==> src/rtl/recompose3.sv <==
// recompose3: recovers ANGLE = asin(P^2) on the return path of the decomposition chain.
// A shift-add squarer feeds a double-iteration arcsine CORDIC; one result per 2*width+2 cycles.
module recompose3 #(
  parameter int width = 16,
  parameter int guard = 4
) (
  input  logic             CLK,
  input  logic             RST,
  input  logic             IN_VALID,
  input  logic [width-1:0] P,
  output logic             READY,
  output logic             OUT_VALID,
  output logic [width-1:0] ANGLE
);

  localparam int F    = width + guard;
  localparam int CW   = F + 3;
  localparam int CNTW = $clog2(width);

  localparam logic signed [CW-1:0] ONE  = {2'b00, 1'b1, {F{1'b0}}};
  localparam logic signed [CW-1:0] HALF = {{(CW-guard){1'b0}}, 1'b1, {(guard-1){1'b0}}};

  // atan(2^-i) in quarter-turn units, tabulated at 20 fractional bits and rescaled to F.
  localparam int ATAN20 [16] = '{524288, 309505, 163534, 83012, 41667, 20854, 10430, 5215,
                                 2608, 1304, 652, 326, 163, 81, 41, 20};

  typedef enum logic [1:0] {IDLE, SQR, ASIN, DONE} state_t;

  state_t                  state_reg, state_next;
  logic [CNTW-1:0]         cnt_reg;
  logic [2*width-1:0]      prod_reg;
  logic [width-1:0]        mcand_reg;
  logic                    s_zero_reg;
  logic signed [CW-1:0]    x_reg, y_reg, z_reg, t_reg;
  logic [width-1:0]        angle_reg;

  logic                    last_iter;
  logic [width:0]          upper_sum;
  logic [2*width-1:0]      prod_next;
  logic [width-1:0]        s_next;
  logic signed [CW-1:0]    atan_tab [width];
  logic signed [CW-1:0]    atan_cur;
  logic                    d_pos;
  logic signed [CW-1:0]    x_sh, y_sh, x_sq, y_sq, t_sq;
  logic signed [CW-1:0]    x_next, y_next, z_next, t_next;
  logic signed [CW-1:0]    z_rnd;
  logic [width-1:0]        angle_next;

  generate
    for (genvar gi = 0; gi < width; gi++) begin : g_atan
      localparam int BASE = (gi < 16) ? ATAN20[gi] : (ATAN20[15] >> (gi - 15));
      if (F >= 20) begin : g_up
        assign atan_tab[gi] = CW'(BASE) <<< (F - 20);
      end else begin : g_dn
        assign atan_tab[gi] = CW'(BASE) >>> (20 - F);
      end
    end
  endgenerate

  assign last_iter = (cnt_reg == CNTW'(width - 1));

  // Squarer: multiplier bits leave through the LSB while partial sums enter at the top.
  always_comb begin
    upper_sum = {1'b0, prod_reg[2*width-1:width]} + (prod_reg[0] ? {1'b0, mcand_reg} : '0);
    prod_next = {upper_sum, prod_reg[width-1:1]};
    s_next    = prod_next[2*width-1:width];
  end

  always_comb begin
    atan_cur = atan_tab[cnt_reg];
    d_pos    = (y_reg < t_reg);
    x_sh     = (cnt_reg == '0) ? (x_reg <<< 1) : (x_reg >>> (cnt_reg - 1'b1));
    y_sh     = (cnt_reg == '0) ? (y_reg <<< 1) : (y_reg >>> (cnt_reg - 1'b1));
    x_sq     = x_reg >>> {cnt_reg, 1'b0};
    y_sq     = y_reg >>> {cnt_reg, 1'b0};
    t_sq     = t_reg >>> {cnt_reg, 1'b0};
    if (d_pos) begin
      x_next = x_reg - y_sh - x_sq;
      y_next = y_reg + x_sh - y_sq;
      z_next = z_reg + (atan_cur <<< 1);
    end else begin
      x_next = x_reg + y_sh - x_sq;
      y_next = y_reg - x_sh - y_sq;
      z_next = z_reg - (atan_cur <<< 1);
    end
    t_next = t_reg + t_sq;
  end

  // Round away the guard bits, then clamp into the unsigned output range.
  always_comb begin
    z_rnd = (z_next + HALF) >>> guard;
    if (z_rnd[CW-1])
      angle_next = '0;
    else if (|z_rnd[CW-2:width])
      angle_next = '1;
    else
      angle_next = z_rnd[width-1:0];
  end

  always_ff @(posedge CLK) begin
    if (RST)
      state_reg <= IDLE;
    else
      state_reg <= state_next;
  end

  always_comb begin
    state_next = state_reg;
    case (state_reg)
      IDLE:    if (IN_VALID) state_next = SQR;
      SQR:     if (last_iter) state_next = ASIN;
      ASIN:    if (last_iter) state_next = DONE;
      DONE:    state_next = IDLE;
      default: state_next = IDLE;
    endcase
  end

  always_comb begin
    READY     = (state_reg == IDLE);
    OUT_VALID = (state_reg == DONE);
    ANGLE     = angle_reg;
  end

  always_ff @(posedge CLK) begin
    if (RST) begin
      cnt_reg    <= '0;
      prod_reg   <= '0;
      mcand_reg  <= '0;
      s_zero_reg <= 1'b0;
      x_reg      <= '0;
      y_reg      <= '0;
      z_reg      <= '0;
      t_reg      <= '0;
      angle_reg  <= '0;
    end else begin
      case (state_reg)
        IDLE: begin
          if (IN_VALID) begin
            prod_reg  <= {{width{1'b0}}, P};
            mcand_reg <= P;
            cnt_reg   <= '0;
          end
        end
        SQR: begin
          prod_reg <= prod_next;
          cnt_reg  <= cnt_reg + 1'b1;
          if (last_iter) begin
            cnt_reg    <= '0;
            s_zero_reg <= (s_next == '0);
            x_reg      <= ONE;
            y_reg      <= '0;
            z_reg      <= '0;
            t_reg      <= {3'b000, s_next, {guard{1'b0}}};
          end
        end
        ASIN: begin
          x_reg   <= x_next;
          y_reg   <= y_next;
          z_reg   <= z_next;
          t_reg   <= t_next;
          cnt_reg <= cnt_reg + 1'b1;
          if (last_iter) begin
            cnt_reg   <= '0;
            angle_reg <= s_zero_reg ? '0 : angle_next;
          end
        end
        default: ;
      endcase
    end
  end

endmodule

==> config.mk <==
export PLATFORM = sky130hd
export DESIGN_NAME = recompose3
export DESIGN_NICKNAME = d
export VERILOG_FILES = /design/src/rtl/recompose3.sv
export SDC_FILE = /design/constraint.sdc
export NUM_CORES = 1
export LEC_CHECK = 0
export BUFFER_PORTS_ARGS = -buffer_cell sky130_fd_sc_hd__buf_2
export CORE_ASPECT_RATIO = 1.75
export CORE_MARGIN = 2
export CORE_UTILIZATION = 55
export CTS_BUF_LIST = sky130_fd_sc_hd__clkbuf_16
export DETAILED_ROUTE_END_ITERATION = 8
export PLACE_DENSITY = 0.76
export SYNTH_ARGS = -nofsm -noshare
export SYNTH_HDL_FRONTEND = slang
export SYNTH_SLANG_ARGS = --single-unit
==> constraint.sdc <==
create_clock -name CLK -period 9.2 [get_ports CLK]
set_clock_uncertainty 0.05 [all_clocks]
set_input_delay 0.92 -clock CLK [delete_from_list [all_inputs] [get_ports CLK]]
set_output_delay 0.92 -clock CLK [all_outputs]
set_load 0.005 [all_outputs]
==> impl_metrics.py, run 1 <==
metrics = {
    "sta": {
        "fmax_mhz": 133,
        "finalSetupViolCount": 0,
        "finalHoldViolCount": 0,
        "worst_slew_pin_slew_ps": 1080,
        "timing.final.crit_share_pct": 81.5,
        "rsz0062_at_grt": "no",
        "fin_setup_tns_ps": 0,
        "min_period_ps": 7490,
        "slew_headroom_pct": 28.2,
        "fin_ws_ps": 1710,
        "slew_viol_final": 0,
    },
    "cells_and_area": {
        "antenna_cells": 0,
        "drive_gt1_share_pct": 7.27,
        "layout_commonest_cell": "nand2_1",
        "synthToLayoutAreaGrowth_pct": 4.87,
        "fin_nets": 3189,
        "largest_reg_flops": 32,
        "fin_area_um2": 23100,
        "mostFrequentLayoutCells": "nand2_1, inv_1, nor2_1",
    },
    "logic_synthesis": {
        "synthCells": 2955,
        "ys_types": 86,
        "yosysWarnings": 0,
        "synth-xor-area-share_pct": 6.39,
        "synthSimpleGateAreaFrac_pct": 17.3,
        "syn_area_per_cell_um2": 7.46,
        "synth_nets": 3256,
        "yosys_register_bits": 162,
        "yosys.area_share.adder_pct": 19.1,
        "ys_async_sr_fraction_pct": 0,
        "synth-compound-area-share_pct": 25.4,
        "synth_edf_count": 0,
        "synth_top_family_by_area": "compound AO/OA/AOI/OAI gates",
        "synth_area_um2": 22100,
        "synth_flop_cell": "dfxtp_1",
        "synthMuxAreaShare_pct": 9.01,
        "ys_seq_area_share_pct": 14.7,
    },
    "run_status": {
        "status": "finished clean",
    },
    "critical_path": {
        "slowest_stage": "ha_2",
        "cp_cell_sequence": "inv_1 > ha_2 > buf_4 > nand2_1 > o21ai_0 > o21ai_0 > or2_2 > a21boi_0 > nand2_1 > o21ai_0 > nand2_1 > a21boi_0 > fa_1 > ha_1 > a2111o_1 > a31oi_1 > a211oi_1 > a221o_1 > a21oi_1 > o21ai_0 > o41ai_1 > o21ai_0 > xnor2_1 > o21ai_0",
        "critPathTopFamily": "compound AO/OA/AOI/OAI gates",
        "end_kind": "flop",
        "arrival_ps": 7770,
        "crit_path_max_fanout": 52,
        "cp-start-kind": "flop",
        "path_buf_inv": 2,
        "cp.required_ps": 9480,
        "crit_path_max_incr_delay_ps": 1050,
        "rr_worst_depth": 24,
        "crit_top_cell": "o21ai_0",
        "crit_type": "reg2reg",
        "worst-path-stages": 24,
    },
    "floorplan": {
        "initial_utilization_pct": 55.4,
        "core_area_um2": 39800,
        "die_area_um2": 41800,
        "io_pins": 37,
        "die_h_um": 269,
        "num_rows": 97,
        "die_w_um": 155,
    },
    "detailed_routing": {
        "route.vias.total": 21800,
        "wl_mm": 70.8,
        "vias_per_cell": 6.42,
        "final_antenna_net_count": 0,
        "drc": 0,
        "drt_iter0_drc": 1971,
        "firstDrtPassIters": 6,
        "wl_per_cell_um": 20.9,
    },
    "flow_run": {
        "drv_cap": 0,
    },
    "global_route": {
        "grt_util_all_layers_pct": 33.6,
        "grt_max_degree": 67,
        "grt_pass1_vias": 21300,
        "antenna_found_initial": 0,
        "grt_pass1_wl_mm": 111,
        "overflow": 0,
    },
    "clocking": {
        "cts.path.max_buffers": 2,
        "post_cts_resized": 0,
        "cts_num_sinks": 162,
        "cts_max_level": 4,
        "worstSkewPairLatency_ps": 470,
        "clk_pin_slew_worst_paths_ps": 80,
        "tritoncts": "yes",
        "cts-buffers-inserted": 17,
        "root_buffer": "clkbuf_16",
        "postCtsHoldBufs": 0,
        "postCtsSetupBuffers": 0,
    },
    "place": {
        "dp.final_hpwl_mm": 54.1,
        "dp_slack_ps": 1910,
        "globalplace.congestion": 0.991,
        "placed_area_um2": 22600,
        "io_buffers": 36,
    },
    "worst_hold_path": {
        "worstHoldPathCells": 2,
        "hold_class": "reg2reg",
    },
}
[Yosys cell counts, types with 20 or more instances]
master | n | share of area, %
nand2b_1 | 23 | 0.65
o211ai_1 | 31 | 1.1
dfxtp_1 | 162 | 15
buf_1 | 22 | 0.37
o21a_1 | 20 | 0.68
o21ai_0 | 216 | 4.9
inv_1 | 307 | 5.2
a21o_1 | 54 | 1.8
a21boi_0 | 23 | 0.78
a211oi_1 | 45 | 1.5
xor2_1 | 62 | 2.5
xnor2_1 | 97 | 3.9
a22oi_1 | 60 | 2.0
nand2_1 | 364 | 6.2
a31oi_1 | 28 | 0.79
nand3_1 | 46 | 1.0
clkbuf_1 | 127 | 2.2
nor3_1 | 33 | 0.75
mux2i_1 | 76 | 3.4
nor2_1 | 292 | 5.0
a21oi_1 | 259 | 5.9
mux4_2 | 53 | 5.4
ha_1 | 191 | 11
and2_1 | 28 | 0.79
nor2b_1 | 22 | 0.62
fa_1 | 91 | 8.3
[final cells by class]
cell class              count  area (um2)
repair buffers             71         445
clock inverters            15         144
flip-flops and latches    162        3250
inverters                 308        1160
well taps                 495         619
fillers                  3724       16700
clock buffers              17         425
multi-input cells        2328       17100
[worst paths after layout]
path / from / endpoint / slack [ps]
setup / recovery: cnt_reg[0] / y_reg[21] / 1710
hold / removal: mcand_reg[14] / mcand_reg[14] / 400
setup reg to reg: cnt_reg[0] / y_reg[21] / 1710
hold reg to reg: mcand_reg[14] / mcand_reg[14] / 400
[cell families after synthesis]
kind of cell,after synthesis
AO/OA/AOI/OAI,876
AND/OR/NAND/NOR,878
XOR/XNOR,160
multiplexers,132
buffers and inverters,465
flip-flops,162
adder cells (fa/ha/maj),282
[per-layer routing]
metal | track usage [%] | part of all wire [%]
met1 | 36.5 | 36
met3 | 4.13 | 6.0
met2 | 61.0 | 50
met5 | 0 | 0
met4 | 21.8 | 7.4
[per-stage QoR]
step / hold slack [ps] / instances / util [%]
after CTS: 403 / 3396 / 58.1
after floorplan: 382 / 2955 / -
final: 401 / 3396 / 58.1
after global routing: 421 / 3396 / 58.1
after detailed placement: 392 / 3364 / 56.7
after global placement: 389 / 3364 / 56.7
[worst min-delay path, cell delays in order, from the launching register on]
cell,delay [ps]
dfxtp_1,310
nand2_1,50
a21oi_1,50
Power of run 1 is left out: the tool's default activity adds up to more than one toggle a clock period on the data nets, which glitch-free logic cannot reach.
==> inputs of run 2 (changes only) <==
Settings changed: PLACE_DENSITY 0.76 to 0.79.
Clock period 9.2 ns to 6.2 ns, I/O delays scaled along.
==> impl_metrics.py, run 2 (synthesized netlist as in run 1, its figures left out) <==
metrics = {
    "run_status": {
        "status": "finished clean",
    },
    "clocking": {
        "postCtsHoldBufs": 0,
        "cts.path.max_buffers": 2,
        "tritoncts": "yes",
        "clk_pin_slew_worst_paths_ps": 90,
        "cts-buffers-inserted": 17,
        "cts_num_sinks": 162,
        "root_buffer": "clkbuf_16",
        "cts_max_level": 4,
        "worstSkewPairLatency_ps": 480,
    },
    "sta": {
        "slew_viol_final": 0,
        "worst_slew_pin_slew_ps": 1430,
        "fin_setup_tns_ps": 0,
        "finalSetupViolCount": 0,
        "finalHoldViolCount": 0,
        "fmax_mhz": 170,
        "fin_ws_ps": 310,
        "timing.final.crit_share_pct": 95.0,
        "min_period_ps": 5890,
        "slew_headroom_pct": 4.71,
    },
    "floorplan": {
        "initial_utilization_pct": 55.4,
        "die_w_um": 155,
        "die_h_um": 269,
        "num_rows": 97,
        "die_area_um2": 41800,
        "core_area_um2": 39800,
        "io_pins": 37,
    },
    "worst_hold_path": {
        "hold_class": "in2reg",
        "worstHoldPathCells": 3,
    },
    "global_route": {
        "grt_max_degree": 123,
        "grt_pass1_wl_mm": 116,
        "grt_pass1_vias": 22400,
        "grt_util_all_layers_pct": 35.2,
        "overflow": 0,
        "antenna_found_initial": 0,
    },
    "critical_path": {
        "crit_path_max_fanout": 31,
        "slowest_stage": "fa_1",
        "cp-start-kind": "flop",
        "crit_top_cell": "o21ai_0",
        "cp.required_ps": 6510,
        "rr_worst_depth": 24,
        "crit_start": "cnt_reg[0]",
        "arrival_ps": 6200,
        "reg2reg_slack_ps": 310,
        "end_kind": "flop",
        "crit_type": "reg2reg",
        "regToRegEndpoint": "y_reg[21]",
        "cp-endpoint": "y_reg[21]",
        "cp_cell_sequence": "inv_1 > ha_4 > buf_12 > buf_4 > o21ai_0 > nor2_1 > nor3_1 > o21bai_1 > nor2_1 > a21oi_1 > nand2_1 > o21ai_0 > fa_1 > ha_1 > a2111o_1 > a31oi_1 > a211oi_1 > a221o_1 > a21oi_1 > o21ai_0 > o41ai_2 > o21ai_0 > xnor2_1 > o21ai_0",
        "crit_path_max_incr_delay_ps": 530,
        "timing.rr.start": "cnt_reg[0]",
    },
    "cells_and_area": {
        "antenna_cells": 0,
        "seqCellArea_um2": 3250,
        "fin_util_pct": 60.3,
        "layout_commonest_cell": "nand2_1",
        "n_fill_cell": 3658,
        "drive_gt1_share_pct": 10.6,
        "fin_nets": 3274,
        "synthToLayoutAreaGrowth_pct": 8.91,
        "multiInputGateArea_um2": 17200,
        "mostFrequentLayoutCells": "nand2_1, inv_1, nor2_1",
        "largest_reg_flops": 32,
    },
    "detailed_routing": {
        "drt_iter0_drc": 1881,
        "wl_mm": 73.9,
        "wl_per_cell_um": 21.2,
        "firstDrtPassIters": 6,
        "final_antenna_net_count": 0,
        "vias_per_cell": 6.40,
        "drc": 0,
        "route.vias.total": 22300,
    },
    "place": {
        "io_buffers": 36,
        "globalplace.congestion": 1.03,
        "dp_slack_ps": -3.65,
        "dp.final_hpwl_mm": 57.2,
    },
    "flow_run": {
        "drv_cap": 0,
    },
}
-- run 2: cell count changes in the layout (fill, tap and decap cells not counted), sizes merged --
cell / delta
clkinv: +3
buf: +84
clkinvlp: -2
clkbuf: +1
inv: -1
-- run 2: worst max-delay path, delay by kind of cell (launching register included) --
| kind | cells | cell delay (ps) |
|---|---|---|
| AND/OR/NAND/NOR | 4 | 500 |
| XOR/XNOR | 1 | 160 |
| buffers and inverters | 3 | 470 |
| flip-flops | 1 | 410 |
| AO/OA/AOI/OAI | 13 | 2880 |
| adder cells (fa/ha/maj) | 3 | 1250 |
-- run 2: timing repair --
action                                 4_1_cts  5_1_grt
gates resized for setup                      1       37
endpoints found under the hold margin        0        0
setup buffers                                0        5
cloned                                       0        1
pin swaps                                    0        5
setup endpoints to repair                    2       30
-- run 2: cell type report --
| class | instances | share of cell area (%) |
|---|---|---|
| Timing Repair Buffer | 156 | 4.89 |
| Tap cell | 495 | 2.58 |
| Clock buffer | 17 | 1.77 |
| Inverter | 308 | 4.81 |
| Clock inverter | 15 | 0.828 |
| Multi-Input combinational cell | 2328 | 71.6 |
| Sequential cell | 162 | 13.5 |
-- run 2: how the worst min path moves through the flow --
stage | endpoint | slack, ps | from
2_1_floorplan | mcand_reg[0] | 380 | mcand_reg[0]
3_3_place_gp | mcand_reg[0] | 390 | mcand_reg[0]
3_5_place_dp | mcand_reg[0] | 390 | mcand_reg[0]
4_1_cts | mcand_reg[2] | 340 | P[2]
5_1_grt | mcand_reg[10] | 350 | P[10]
6_report | mcand_reg[9] | 340 | P[9]
-- run 2: per-stage QoR --
| stage | hold slack, ps | std cells | area (um2) |
|---|---|---|---|
| 2_1_floorplan | 382 | 2955 | 22100 |
| 3_3_place_gp | 390 | 3443 | 23200 |
| 3_5_place_dp | 393 | 3443 | 23200 |
| 6_report | 344 | 3481 | 24000 |
| 4_1_cts | 339 | 3475 | 23800 |
| 5_1_grt | 349 | 3481 | 24000 |
-- run 2: metal layers --
layer | global-route usage, % | vias to the layer above | wire, um
met4 | 27.1 | 0 | 6830
li1 | - | 10300 | -
met2 | 62.4 | 1070 | 36600
met1 | 37.6 | 10500 | 25800
met5 | 0 | - | 0
met3 | 4.84 | 402 | 4660
Power of run 2 is left out for the same reason.
